===== config.mk =====
export PLATFORM = sky130hd
export DESIGN_NAME = axi4_lite_master
export DESIGN_NICKNAME = d
export VERILOG_FILES = /design/src/rtl/axi4_lite_pkg.sv /design/src/rtl/axi4_lite_master.sv
export SDC_FILE = /design/constraint.sdc
export NUM_CORES = 1
export LEC_CHECK = 0
export ABC_CLOCK_PERIOD_IN_PS = 1520
export BUFFER_PORTS_ARGS = -buffer_cell sky130_fd_sc_hd__clkbuf_2
export CAP_MARGIN = 20
export CORE_ASPECT_RATIO = 1.5
export CORE_MARGIN = 3
export CORE_UTILIZATION = 39
export CTS_CLUSTER_DIAMETER = 40
export DETAILED_ROUTE_END_ITERATION = 7
export GPL_ROUTABILITY_DRIVEN = 1
export PLACE_DENSITY = 0.79
export SLEW_MARGIN = 10
export SYNTH_ARGS = -nofsm -noshare
export SYNTH_HDL_FRONTEND = slang
export SYNTH_SLANG_ARGS = --single-unit
export TNS_END_PERCENT = 20

===== constraint.sdc =====
create_clock -name clk -period 1.52 [get_ports clk]
set_clock_uncertainty 0.1 [all_clocks]
set_input_delay 0.304 -clock clk [delete_from_list [all_inputs] [get_ports clk]]
set_output_delay 0.304 -clock clk [all_outputs]
set_load 0.02 [all_outputs]

===== src/rtl/axi4_lite_pkg.sv =====
// Shared AXI4-Lite definitions: response codes, master state encoding and
// default bus widths.
package axi4_lite_pkg;

  localparam int ADDR_W_DEF = 8;
  localparam int DATA_W_DEF = 32;

  localparam logic [1:0] RESP_OKAY   = 2'b00;
  localparam logic [1:0] RESP_EXOKAY = 2'b01;
  localparam logic [1:0] RESP_SLVERR = 2'b10;
  localparam logic [1:0] RESP_DECERR = 2'b11;

  typedef enum logic [2:0] {
    IDLE    = 3'd0,
    RD_ADDR = 3'd1,
    RD_DATA = 3'd2,
    WR_ADDR = 3'd3,
    WR_DATA = 3'd4,
    WR_RESP = 3'd5,
    RSP     = 3'd6
  } state_t;

endpackage


===== src/rtl/axi4_lite_master.sv =====
// Command-driven AXI4-Lite master: one read or write at a time, with AW
// issued before W, and the slave response returned on a valid/ready port.
module axi4_lite_master
  import axi4_lite_pkg::*;
#(
  parameter int ADDR_W = ADDR_W_DEF,
  parameter int DATA_W = DATA_W_DEF
) (
  input  logic                clk,
  input  logic                rst,

  input  logic                cmd_valid,
  output logic                cmd_ready,
  input  logic                cmd_write,
  input  logic [ADDR_W-1:0]   cmd_addr,
  input  logic [DATA_W-1:0]   cmd_wdata,

  output logic                rsp_valid,
  input  logic                rsp_ready,
  output logic                rsp_write,
  output logic [DATA_W-1:0]   rsp_rdata,
  output logic [1:0]          rsp_resp,

  output logic                ARVALID,
  input  logic                ARREADY,
  output logic [ADDR_W-1:0]   ARADDR,
  input  logic                RVALID,
  output logic                RREADY,
  input  logic [DATA_W-1:0]   RDATA,
  input  logic [1:0]          RRESP,

  output logic                AWVALID,
  input  logic                AWREADY,
  output logic [ADDR_W-1:0]   AWADDR,
  output logic                WVALID,
  input  logic                WREADY,
  output logic [DATA_W-1:0]   WDATA,
  output logic [DATA_W/8-1:0] WSTRB,
  input  logic                BVALID,
  output logic                BREADY,
  input  logic [1:0]          BRESP
);

  state_t              state;
  state_t              state_next;

  logic [ADDR_W-1:0]   addr_q;
  logic [DATA_W-1:0]   wdata_q;
  logic [DATA_W-1:0]   rdata_q;
  logic                write_q;
  logic [1:0]          resp_q;

  always_ff @(posedge clk) begin
    if (rst) state <= IDLE;
    else     state <= state_next;
  end

  always_comb begin
    state_next = state;
    case (state)
      IDLE:    if (cmd_valid) state_next = cmd_write ? WR_ADDR : RD_ADDR;
      RD_ADDR: if (ARREADY)   state_next = RD_DATA;
      RD_DATA: if (RVALID)    state_next = RSP;
      WR_ADDR: if (AWREADY)   state_next = WR_DATA;
      WR_DATA: if (WREADY)    state_next = WR_RESP;
      WR_RESP: if (BVALID)    state_next = RSP;
      RSP:     if (rsp_ready) state_next = IDLE;
      default:                state_next = IDLE;
    endcase
  end

  // Command and response registers; RVALID/BVALID only sampled in their own states.
  always_ff @(posedge clk) begin
    if (rst) begin
      addr_q  <= '0;
      wdata_q <= '0;
      write_q <= 1'b0;
      rdata_q <= '0;
      resp_q  <= RESP_OKAY;
    end else begin
      case (state)
        IDLE: if (cmd_valid) begin
          addr_q  <= cmd_addr;
          wdata_q <= cmd_wdata;
          write_q <= cmd_write;
        end
        RD_DATA: if (RVALID) begin
          rdata_q <= RDATA;
          resp_q  <= RRESP;
        end
        WR_RESP: if (BVALID) begin
          rdata_q <= '0;
          resp_q  <= BRESP;
        end
        default: ;
      endcase
    end
  end

  always_comb begin
    cmd_ready = 1'b0;
    rsp_valid = 1'b0;
    ARVALID   = 1'b0;
    RREADY    = 1'b0;
    AWVALID   = 1'b0;
    WVALID    = 1'b0;
    BREADY    = 1'b0;
    case (state)
      IDLE:    cmd_ready = 1'b1;
      RD_ADDR: ARVALID   = 1'b1;
      RD_DATA: RREADY    = 1'b1;
      WR_ADDR: AWVALID   = 1'b1;
      WR_DATA: WVALID    = 1'b1;
      WR_RESP: BREADY    = 1'b1;
      RSP:     rsp_valid = 1'b1;
      default: ;
    endcase
  end

  assign ARADDR    = addr_q;
  assign AWADDR    = addr_q;
  assign WDATA     = wdata_q;
  assign WSTRB     = '1;
  assign rsp_write = write_q;
  assign rsp_rdata = rdata_q;
  assign rsp_resp  = resp_q;

endmodule


==> reports/qor_table.md, run 1 <==
| Item | Reported | Unit |
| --- | --- | --- |
| Result of the run | finished with violations | - |
| Routed via count | 3223 | - |
| TritonCTS clock tree | yes | - |
| Number of antenna repair diodes | 0 | - |
| Failing checks | negative setup slack | - |
| Number of DRC markers in iteration 0 | 121 | - |
| Starting density of the core | 40.3 | % |
| Die W | 78.9 | um |
| Fin area | 0.00473 | mm^2 |
| Overflow left after global routing | 0 | - |
| Critical-path cell list | buf_6, buf_6, nor3_4, clkbuf_8 | - |
| Clock-pin slew reported for the worst setup and hold paths after clock tree synthesis | 0.06 | ns |
| Syn Area/Cell | 8.06 | um^2 |
| Summed instance area of the synthesized netlist | 0.00311 | mm^2 |
| Detail-routed net length per standard cell | 13.1 | um |
| Crit-path most repeated cell | buf_6 | - |
| Wire length of the first global-routing pass | 13400 | um |
| Path depth of the worst reg2reg path | 8 | - |
| Cell chosen for the clock root | clkbuf_16 | - |
| Clk buf depth | 2 | - |
| Routability Congestion | 0.741 | - |
| Top flip-flop cell by instance count after synthesis | dfxtp_1 | - |
| Placed cell areas | 0.00403 | mm^2 |
| Area enclosed by the die boundary | 0.00911 | mm^2 |
| Fraction of registers with async set/reset | 0 | % |
| Setup-failing EPs final | 40 | - |
| Vias in the first global route | 3059 | - |
| Pwr dens | 1890 | mW/mm^2 |
| Die extent in y | 115 | um |
| Worst Setup SP | state[2]$_SDFFE_PP0P_ | - |
| Crit path capture | cmd_ready | - |
| Critical path class | reg2out | - |
| Count of port buffers added during placement | 175 | - |
| Maximum Capacitance Violations | 0 | - |
| Worst hold margin | 0.0942 | ns |
| Worst endpoint data arrival time | 1.22 | ns |
| Synthesis Warnings | 0 | - |
| Final nets | 646 | - |
| Area Overhead vs Synth | 52.1 | % |
| Portion of the clock cycle consumed by the worst path in the final layout | 107 | % |
| Launch point of the worst reg-to-reg path | state[2]$_SDFFE_PP0P_ | - |
| Clk sinks | 78 | - |
| R2R Setup Slk | -0.10 | ns |
| Setup repair after global routing missed its margin | yes | - |
| Post-DRT Antenna Nets | 0 | - |
| Hold/Removal Path Class | in2reg | - |
| Count of cell types in the netlist | 33 | - |
| Worst IR Drop VDD | 1020 | uV |
| Reg-to-reg critical path endpoint | rsp_rdata[23]$_SDFFE_PP0P_ | - |
| Max-slew violations | 0 | - |
| Beginning of the worst hold path | cmd_wdata[26] | - |
| Post-synthesis sequential element count | 78 | - |
| TritonCTS buffer count | 9 | - |
| Highest-delay cell along the critical path | dfxtp_2 | - |
| Final Hold Violating Endpoints | 0 | - |
| Worst EP required | 1.12 | ns |
| Core area | 0.00771 | mm^2 |
| WL final | 8690 | um |
| Insertion delay of the later-clocked pin in the worst-skew pair | 0.32 | ns |
| Minimum setup slack after placement | -0.0723 | ns |
| Share of synthesized area occupied by flip-flops and latches | 50.2 | % |
| Shortest period the worst path allows | 1.63 | ns |
| Post-synthesis cell count | 386 | - |
| Biggest cell delay along the critical path | 0.33 | ns |
| Number of I/O pins | 180 | - |
| Power Total | 0.00893 | W |
| Average via count per standard cell | 4.84 | - |
| Share of post-route cells with drive strength above 1 | 46.3 | % |
| Residual DRC | 0 | - |
| Initial antenna violation count | 0 | - |
| Leakage | 2.17 | nW |
| HPWL after DPL | 6130 | um |
| Biggest fanout along the worst timing path | 6 | - |
| Number of cell rows | 39 | - |
| Total iterations of the first detailed-routing run | 4 | - |
| Highest attainable clock frequency | 0.614 | GHz |
| Post-route worst setup slack | -0.107 | ns |
| Deepest level of the CTS H-tree | 3 | - |
| Critical Path Source Type | flop | - |
| Post-synth EDFFs | 0 | - |
| Category of the worst setup path capture point | output port | - |
| Maximum number of pins on one net before global-route repair | 42 | - |
| All-layer global routing usage | 18.3 | % |
-- cell families after synthesis --
| logic type | share of synthesized area [%] |
|---|---|
| flip-flops | 50.2 |
| other | 0.121 |
| buffers and inverters | 8.89 |
| AO/OA/AOI/OAI | 15.2 |
| AND/OR/NAND/NOR | 24.1 |
| adder cells (fa/ha/maj) | 0.402 |
| multiplexers | 1.01 |
-- cells in the final DEF (no fill, tap or decap), types with 3 or more instances in the layout --
master     synthesis  routed
buf_12             0       7
conb_1             1       4
nand3_1           33      30
buf_4             17      13
inv_1              3       3
nand2_1          120     116
a21oi_2            0      20
buf_6              4       9
dfxtp_1           78      75
nand2b_1           4       4
nor2_1             8       6
nand2_2            0       4
clkbuf_16          0       9
clkbuf_8           0       6
nand3_2            0       3
clkbuf_2           0     168
a21oi_1           73      53
-- per-layer routing --
layer / wire length [um] / track usage (%)
met4: 172 / 7.11
met3: 860 / 6.82
met5: 0 / 0
met1: 3270 / 19.7
met2: 4390 / 32.5
-- Yosys cell counts, types with 2 or more instances --
cell type  instances  area, um^2
a21oi_1           73         365
a311oi_2           2        30.0
buf_1              3        11.3
buf_2              5        25.0
buf_4             17         128
buf_6              4        45.0
clkbuf_1          14        52.6
dfxtp_1           78        1560
inv_1              3        11.3
mux2i_1            2        20.0
nand2_1          120         450
nand2b_1           4        25.0
nand3_1           33         165
nor2_1             8        30.0
o32a_1             2        20.0
-- repair_timing --
action,CTS,global route
cloned,1,0
resized for setup,26,39
buffers inserted,10,4
hold buffers,0,0
pin swaps,12,18
setup endpoints to repair,42,85
-- registers in the layout, summed over array words and instances (netlist names) --
name	cells
rsp_resp	2
rsp_write	1
rsp_rdata	32
WDATA	32
state	3
ARADDR	8
-- metrics by stage --
step	setup TNS, ns	utilization, %	instances
after global routing	-8.37	61.3	666
final	-2.72	61.3	666
after CTS	-3.90	59.1	662
after floorplan	-3.15	-	389
after global placement	-0.0362	52.2	635
after detailed placement	-0.878	52.2	635
-- worst min path at each step --
stage,endpoint,depth (start not counted)
floorplan,WDATA[17]$_SDFFE_PP0P_,2
global placement,WDATA[7]$_SDFFE_PP0P_,2
detailed placement,rsp_rdata[0]$_SDFFE_PP0P_,2
CTS,ARADDR[6]$_SDFFE_PP0P_,3
global route,WDATA[30]$_SDFFE_PP0P_,3
finish,WDATA[26]$_SDFFE_PP0P_,3
-- critical path, delay by kind of cell (launching register included) --
family	cells	cell delay, ns
buffers and inverters	3	0.41
DFF	1	0.33
and+or+nand+nor	1	0.15
-- cell type report --
type,count,area [um^2]
Clock buffer,13,270
Clock inverter,3,65.1
Fill cell,681,2980
Inverter,4,17.5
Multi-Input combinational cell,264,1420
Sequential cell,78,1570
Tap cell,102,128
Timing Repair Buffer,202,1260
-- report_power, final --
part	switching (W)	leakage, nW	internal, W
logic	0.00214	1.37	0.00169
registers	0.000282	0.638	0.00246
clock network	0.000779	0.166	0.00157
total	0.00321	2.17	0.00572
Power figures use the tool's default switching activity.
==> run 2: changes to the inputs <==
--- a/config.mk
+++ b/config.mk
@@ -15,6 +15,7 @@
 export DETAILED_ROUTE_END_ITERATION = 7
 export GPL_ROUTABILITY_DRIVEN = 1
 export PLACE_DENSITY = 0.79
+export REMOVE_ABC_BUFFERS = 1
 export SLEW_MARGIN = 10
 export SYNTH_ARGS = -nofsm -noshare
 export SYNTH_HDL_FRONTEND = slang
==> run 2 against run 1 <==
  * The flow still finishes with violations (negative setup slack)
  * Critical path depth unchanged
  * Sequential power decreased by 1%
  * Register-to-register slack improved by 0.04 ns
  * Power increased by 0.11%
  * Clock-buffer cell count decreased by 2
  * Largest cell class unchanged
==> reports/qor_table.md, run 2 (synthesis results as in run 1) <==
| Item | Reported | Unit | Delta |
| --- | --- | --- | --- |
| Most common library cell in the layout ignoring fill and taps | clkbuf_2 | - | unchanged |
| Insertion delay of the later-clocked pin in the worst-skew pair | 0.33 | ns | was 0.32 ns |
| Clk buf depth | 2 | - | unchanged |
| WL met2 | 4590 | um | was 4390 um |
| Power Total | 0.00894 | W | was 0.00893 W |
| Detail-routed net length per standard cell | 13.5 | um | was 13.1 um |
| Hold/Removal Path Class | in2reg | - | unchanged |
| Length of routed wiring on met1 | 3380 | um | was 3270 um |
| Shortest period the worst path allows | 1.63 | ns | about the same |
| Average via count per standard cell | 4.98 | - | was 4.84 |
| Maximum Capacitance Violations | 0 | - | unchanged |
| Post-DRT Antenna Nets | 0 | - | unchanged |
| Bufs and invs on worst path | 3 | - | unchanged |
| Starting density of the core | 40.3 | % | unchanged |
| Setup repair after global routing missed its margin | yes | - | unchanged |
| Maximum number of pins on one net before global-route repair | 50 | - | was 42 |
| Deepest level of the CTS H-tree | 3 | - | unchanged |
| HPWL after DPL | 6100 | um | was 6130 um |
| Setup-failing EPs final | 41 | - | was 40 |
| Failing checks | negative setup slack | - | unchanged |
| Worst hold margin | 0.0943 | ns | was 0.0942 ns |
| Routability Congestion | 0.824 | - | was 0.741 |
| Count of port buffers added during placement | 175 | - | unchanged |
| Clock-pin slew reported for the worst setup and hold paths after clock tree synthesis | 0.06 | ns | about the same |
| Residual DRC | 0 | - | unchanged |
| Worst endpoint data arrival time | 1.23 | ns | was 1.22 ns |
| Total iterations of the first detailed-routing run | 4 | - | unchanged |
| Portion of the clock cycle consumed by the worst path in the final layout | 107 | % | about the same |
| Area Overhead vs Synth | 53.5 | % | was 52.1% |
| TritonCTS clock tree | yes | - | unchanged |
| Number of cell rows | 39 | - | unchanged |
| All-layer global routing usage | 18.2 | % | was 18.3% |
| Top Metal Used | met4 | - | unchanged |
| Core area | 0.00771 | mm^2 | unchanged |
| Result of the run | finished with violations | - | unchanged |
| Highest attainable clock frequency | 0.613 | GHz | was 0.614 GHz |
| Biggest cell delay along the critical path | 0.32 | ns | was 0.33 ns |
| WL final | 9030 | um | was 8690 um |
| Area enclosed by the die boundary | 0.00911 | mm^2 | unchanged |
| Cell chosen for the clock root | clkbuf_16 | - | unchanged |
| Routed via count | 3337 | - | was 3223 |
| Non-filler cells, final | 670 | - | was 666 |
| # placed instances | 641 | - | was 635 |
| Crit-path most repeated cell | buf_6 | - | unchanged |
| Worst EP required | 1.12 | ns | about the same |
| Most frequent cells in the layout | clkbuf_2 (168), nand2_1 (117), dfxtp_1 (75), a21oi_1 (60), nand3_1 (26) | - | was clkbuf_2 (168), nand2_1 (116), dfxtp_1 (75), a21oi_1 (53), nand3_1 (30) |
| Wire length of the first global-routing pass | 13200 | um | was 13400 um |
| Share of post-route cells with drive strength above 1 | 45.8 | % | was 46.3% |
| Final nets | 650 | - | was 646 |
| Critical-path cell list | buf_6, nor3b_4, buf_6, buf_8 | - | was buf_6, buf_6, nor3_4, clkbuf_8 |
| Die extent in y | 115 | um | unchanged |
| Post-route worst setup slack | -0.111 | ns | was -0.107 ns |
| Critical Path Source Type | flop | - | unchanged |
| Biggest fanout along the worst timing path | 7 | - | was 6 |
| Vias in the first global route | 2998 | - | was 3059 |
| Max-slew violations | 0 | - | unchanged |
| Leakage | 2.19 | nW | was 2.17 nW |
| Number of DRC markers in iteration 0 | 101 | - | was 121 |
| Cell family with the largest share of critical-path delay | buffers and inverters | - | unchanged |
| Die W | 78.9 | um | unchanged |
| Worst IR Drop VDD | 1090 | uV | was 1020 uV |
| Highest-delay cell along the critical path | dfxtp_2 | - | unchanged |
| Total of hold buffers inserted after clock tree synthesis | 0 | - | unchanged |
| Pwr dens | 1870 | mW/mm^2 | was 1890 mW/mm^2 |
| Initial antenna violation count | 0 | - | unchanged |
| Number of antenna repair diodes | 0 | - | unchanged |
| Share of the core filled with cells in the final layout | 61.9 | % | was 61.3% |
| Critical path class | reg2out | - | unchanged |
| Category of the worst setup path capture point | output port | - | unchanged |
| Clk sinks | 78 | - | unchanged |
| Final Hold Violating Endpoints | 0 | - | unchanged |
| TritonCTS buffer count | 9 | - | unchanged |
| Overflow left after global routing | 0 | - | unchanged |
| Met3 wirelength from detailed routing | 808 | um | was 860 um |
| Number of I/O pins | 180 | - | unchanged |
[run 2: path summary, 6_finish.rpt]
| check | slack, ns | startpoint | end | depth (start not counted) |
|---|---|---|---|---|
| min | 0.09 | cmd_wdata[17] | WDATA[17]$_SDFFE_PP0P_ | 3 |
| max | -0.11 | state[2]$_SDFFE_PP0P_ | RREADY | 4 |
| min reg2reg | 0.35 | rsp_write$_SDFFE_PP0P_ | rsp_write$_SDFFE_PP0P_ | 2 |
| max reg2reg | -0.06 | state[2]$_SDFFE_PP0P_ | rsp_rdata[13]$_SDFFE_PP0P_ | 7 |
[run 2: where the power goes]
group          leakage, nW  internal (W)  switching [W]
logic                 1.39       0.00168        0.00224
registers            0.637       0.00246       0.000243
clock network        0.162       0.00153       0.000792
total                 2.19       0.00566        0.00328
[run 2: cell type report]
cell class,count,area (um^2)
Multi-Input combinational cell,265,1440
Clock inverter,5,81.3
Tap cell,102,128
Inverter,4,17.5
Fill cell,666,2940
Clock buffer,11,253
Timing Repair Buffer,205,1290
Sequential cell,78,1570
[run 2: worst min-delay path: cells and delay by family]
kind / cells / cell delay, ns
buf+inv: 1 / 0.08
compound gates: 1 / 0.05
simple gates: 1 / 0.04
[run 2: per-layer routing]
layer / global-route usage [%] / vias to the layer above
li1: - / 1616
met2: 31.8 / 163
met1: 19.5 / 1530
met3: 6.43 / 28
met5: 0 / -
met4: 8.72 / 0
[run 2: what timing repair did]
item | 4_1_cts | 5_1_grt
cloned | 0 | 4
pin swaps | 28 | 17
buffers inserted | 8 | 1
setup endpoints to repair | 49 | 85
resized for setup | 24 | 39
[run 2: stage by stage]
step,TNS [ns],area (um^2),worst slack (ns)
2_1_floorplan,-45.17,2860,-0.671
3_3_place_gp,0,4060,0.0107
3_5_place_dp,-1.27,4060,-0.0514
4_1_cts,-1.66,4540,-0.175
5_1_grt,-6.61,4770,-0.170
6_report,-1.83,4770,-0.111
==> run 3: changes to the inputs <==
--- a/config.mk
+++ b/config.mk
@@ -5,16 +5,17 @@
 export SDC_FILE = /design/constraint.sdc
 export NUM_CORES = 1
 export LEC_CHECK = 0
+export ABC_AREA = 1
 export ABC_CLOCK_PERIOD_IN_PS = 1520
 export BUFFER_PORTS_ARGS = -buffer_cell sky130_fd_sc_hd__clkbuf_2
 export CAP_MARGIN = 20
 export CORE_ASPECT_RATIO = 1.5
 export CORE_MARGIN = 3
-export CORE_UTILIZATION = 39
-export CTS_CLUSTER_DIAMETER = 40
+export CORE_UTILIZATION = 41
+export CTS_CLUSTER_DIAMETER = 120
 export DETAILED_ROUTE_END_ITERATION = 7
 export GPL_ROUTABILITY_DRIVEN = 1
-export PLACE_DENSITY = 0.79
+export PLACE_DENSITY = 0.8
 export REMOVE_ABC_BUFFERS = 1
 export SLEW_MARGIN = 10
 export SYNTH_ARGS = -nofsm -noshare
==> run 3 against run 2 <==
  * The run still ends with negative setup slack left
  * Synthesized area is 14% higher
  * Utilization is 3.0 points higher
  * Critical path depth is 6 higher
  * Sequential power is 13% higher
  * Clock-buffer cell count is 2 higher
  * Clock power is 12% lower
  * Routed wire length is 29% higher
==> reports/qor_table.md, run 3 <==
| Item | Reported | Unit | Delta |
| --- | --- | --- | --- |
| Worst hold margin | 0.119 | ns | was 0.0943 ns |
| Maximum Capacitance Violations | 0 | - | unchanged |
| All-layer global routing usage | 20.9 | % | was 18.2% |
| Result of the run | finished with violations | - | unchanged |
| HPWL after DPL | 7560 | um | was 6100 um |
| Share of post-route cells with drive strength above 1 | 50.4 | % | was 45.8% |
| Worst endpoint data arrival time | 1.77 | ns | was 1.23 ns |
| Area share of the largest cell type after synthesis | 43.9 | % | was 50.2% |
| Biggest area consumer among synthesized cells | dfxtp_1 | - | unchanged |
| Die extent in y | 120 | um | was 115 um |
| Routed via count | 3808 | - | was 3337 |
| Clock-pin slew reported for the worst setup and hold paths after clock tree synthesis | 0.06 | ns | about the same |
| Number of antenna repair diodes | 0 | - | unchanged |
| Total iterations of the first detailed-routing run | 4 | - | unchanged |
| Number of I/O pins | 180 | - | unchanged |
| Starting density of the core | 42.3 | % | was 40.3% |
| Critical Path Source Type | flop | - | unchanged |
| Detail-routed net length per standard cell | 15.0 | um | was 13.5 um |
| Top flip-flop cell by instance count after synthesis | dfxtp_1 | - | unchanged |
| Most common library cell in the layout ignoring fill and taps | clkbuf_2 | - | unchanged |
| Wire length of the first global-routing pass | 15900 | um | was 13200 um |
| Final nets | 751 | - | was 650 |
| Clk sinks | 78 | - | unchanged |
| Power Total | 0.0110 | W | was 0.00894 W |
| Non-filler cells, final | 776 | - | was 670 |
| Most frequent cells in the layout | clkbuf_2 (168), nand2_1 (77), dfxtp_1 (75), inv_1 (68) | - | was clkbuf_2 (168), nand2_1 (117), dfxtp_1 (75), a21oi_1 (60), nand3_1 (26) |
| Pwr dens | 2010 | mW/mm^2 | was 1870 mW/mm^2 |
| Leakage | 2.68 | nW | was 2.19 nW |
| Portion of the clock cycle consumed by the worst path in the final layout | 107 | % | about the same |
| Post-synth EDFFs | 0 | - | unchanged |
| List of most frequent post-synthesis cells | nand2_1 (98), inv_1 (81), dfxtp_1 (78) | - | was nand2_1 (120), dfxtp_1 (78), a21oi_1 (73) |
| Aggregate negative setup slack | -2.01 | ns | was -1.83 ns |
| Insertion delay of the later-clocked pin in the worst-skew pair | 0.33 | ns | about the same |
| Cell chosen for the clock root | clkbuf_16 | - | unchanged |
| Area enclosed by the die boundary | 0.00985 | mm^2 | was 0.00911 mm^2 |
| Share of synthesized area occupied by flip-flops and latches | 43.9 | % | was 50.2% |
| TritonCTS clock tree | yes | - | unchanged |
| Syn Area/Cell | 7.36 | um^2 | was 8.06 um^2 |
| Number of DRC markers in iteration 0 | 261 | - | was 101 |
| Overflow left after global routing | 0 | - | unchanged |
| Deepest level of the CTS H-tree | 3 | - | unchanged |
| Number of cell rows | 41 | - | was 39 |
| Final Hold Violating Endpoints | 0 | - | unchanged |
| Category of the worst setup path capture point | flop | - | was output port |
| Post-DRT Antenna Nets | 0 | - | unchanged |
| Die W | 82.0 | um | was 78.9 um |
| Synth top area cells | dfxtp_1 (44%), nand2_1 (10%), inv_1 (8.6%), a21oi_1 (8.2%), nand3_1 (6.8%) | - | was dfxtp_1 (50%), nand2_1 (14%), a21oi_1 (12%), nand3_1 (5.3%), buf_4 (4.1%) |
| Setup-failing EPs final | 36 | - | was 41 |
| TritonCTS buffer count | 9 | - | unchanged |
| Initial antenna violation count | 0 | - | unchanged |
| Clk buf depth | 2 | - | unchanged |
| Count of cell types in the netlist | 20 | - | was 33 |
| Biggest fanout along the worst timing path | 6 | - | was 7 |
| Hold/Removal Path Class | in2reg | - | unchanged |
| Average via count per standard cell | 4.91 | - | was 4.98 |
| Critical path class | reg2reg | - | was reg2out |
| Core area | 0.00841 | mm^2 | was 0.00771 mm^2 |
| Leading cell type by number of instances after synthesis | nand2_1 | - | unchanged |
| Residual DRC | 0 | - | unchanged |
| Maximum number of pins on one net before global-route repair | 47 | - | was 50 |
| Post-synthesis cell count | 483 | - | was 386 |
| Post-route worst setup slack | -0.107 | ns | was -0.111 ns |
| Highest attainable clock frequency | 0.615 | GHz | was 0.613 GHz |
| Summed instance area of the synthesized netlist | 0.00356 | mm^2 | was 0.00311 mm^2 |
| Total of hold buffers inserted after clock tree synthesis | 0 | - | unchanged |
| Max-slew violations | 0 | - | unchanged |
| Fraction of registers with async set/reset | 0 | % | unchanged |
| # placed instances | 745 | - | was 641 |
| Post-synthesis sequential element count | 78 | - | unchanged |
| Shortest period the worst path allows | 1.63 | ns | about the same |
| WL final | 11600 | um | was 9030 um |
| Routability Congestion | 0.896 | - | was 0.824 |
| Setup repair after global routing missed its margin | yes | - | unchanged |
| Vias in the first global route | 3499 | - | was 2998 |
| Area Overhead vs Synth | 53.6 | % | was 53.5% |
| Filler instances | 693 | - | was 666 |
| Count of port buffers added during placement | 175 | - | unchanged |
| Worst EP required | 1.66 | ns | was 1.12 ns |
| Worst IR Drop VDD | 1120 | uV | was 1090 uV |
| Synthesis Warnings | 0 | - | unchanged |
| Failing checks | negative setup slack | - | unchanged |
## run 3: changes by cell type after synthesis, sizes merged, moves of 2 or more
cell and change:
inv +79, nor3 +31, nand2 -22, nand3 +17, nor2 +7, nand2b -4
a21oi +3, a311oi -2, buf +2, mux2i -2, o32a -2
## run 3: logic make-up after synthesis
kind of cell / after synthesis / synth area share, %
flops: 78 / 43.9
compound gates: 78 / 12.9
fa+ha+maj: 1 / 0.352
buf+inv: 128 / 16.0
other cells: 1 / 0.105
simple gates: 197 / 26.8
## run 3: cell type report
type                            count  area, um^2  area share [%]
Clock inverter                      3        17.5           0.321
Multi-Input combinational cell    281        1780            32.6
Clock buffer                       13         270            4.95
Timing Repair Buffer              211        1370            25.1
Tap cell                          107         134            2.45
Inverter                           83         319            5.84
Sequential cell                    78        1570            28.8
## run 3: final timing paths
| kind | cells after the start | slack [ns] | startpoint | end |
|---|---|---|---|---|
| setup reg to reg | 10 | -0.11 | state[1]$_SDFFE_PP0P_ | rsp_rdata[11]$_SDFFE_PP0P_ |
| hold / removal | 3 | 0.12 | cmd_wdata[16] | WDATA[16]$_SDFFE_PP0P_ |
| setup / recovery | 10 | -0.11 | state[1]$_SDFFE_PP0P_ | rsp_rdata[11]$_SDFFE_PP0P_ |
| hold reg to reg | 2 | 0.35 | rsp_resp[0]$_SDFFE_PP0P_ | rsp_resp[0]$_SDFFE_PP0P_ |
## run 3: timing repair
| action | CTS | global route |
|---|---|---|
| setup endpoints to repair | 31 | 62 |
| cloned | 0 | 9 |
| hold endpoints to repair | 0 | 0 |
| setup buffers | 6 | 0 |
| pin swaps | 14 | 21 |
| gates resized for setup | 40 | 81 |
## run 3: metal layers
metal / share of wire [%] / track usage [%]
met2: 53 / 35.7
met3: 5.5 / 5.11
met4: 4.7 / 11.7
met5: 0 / 0
met1: 37 / 22.8
## run 3: through the flow
step	setup WS, ns	instance area [um^2]	util, %
after floorplan	-1.32	3310	-
after global placement	0.0265	4550	54.1
after detailed placement	-0.0709	4550	54.1
after CTS	-0.117	4990	59.3
after global routing	-0.188	5460	64.9
final	-0.107	5460	64.9
## run 3: where the power goes
part | switching [W] | internal, W
registers | 0.000394 | 0.00265
clock network | 0.000818 | 0.00123
logic | 0.00355 | 0.00233
## run 3: critical path, cell delays in order, from the launching register on
cell	delay (ns)
dfxtp_4	0.38
inv_4	0.05
nor2_4	0.09
nand2_2	0.07
buf_6	0.13
nand2_8	0.06
nand3_4	0.18
buf_12	0.21
nand2_2	0.05
inv_2	0.03
nor3_2	0.16
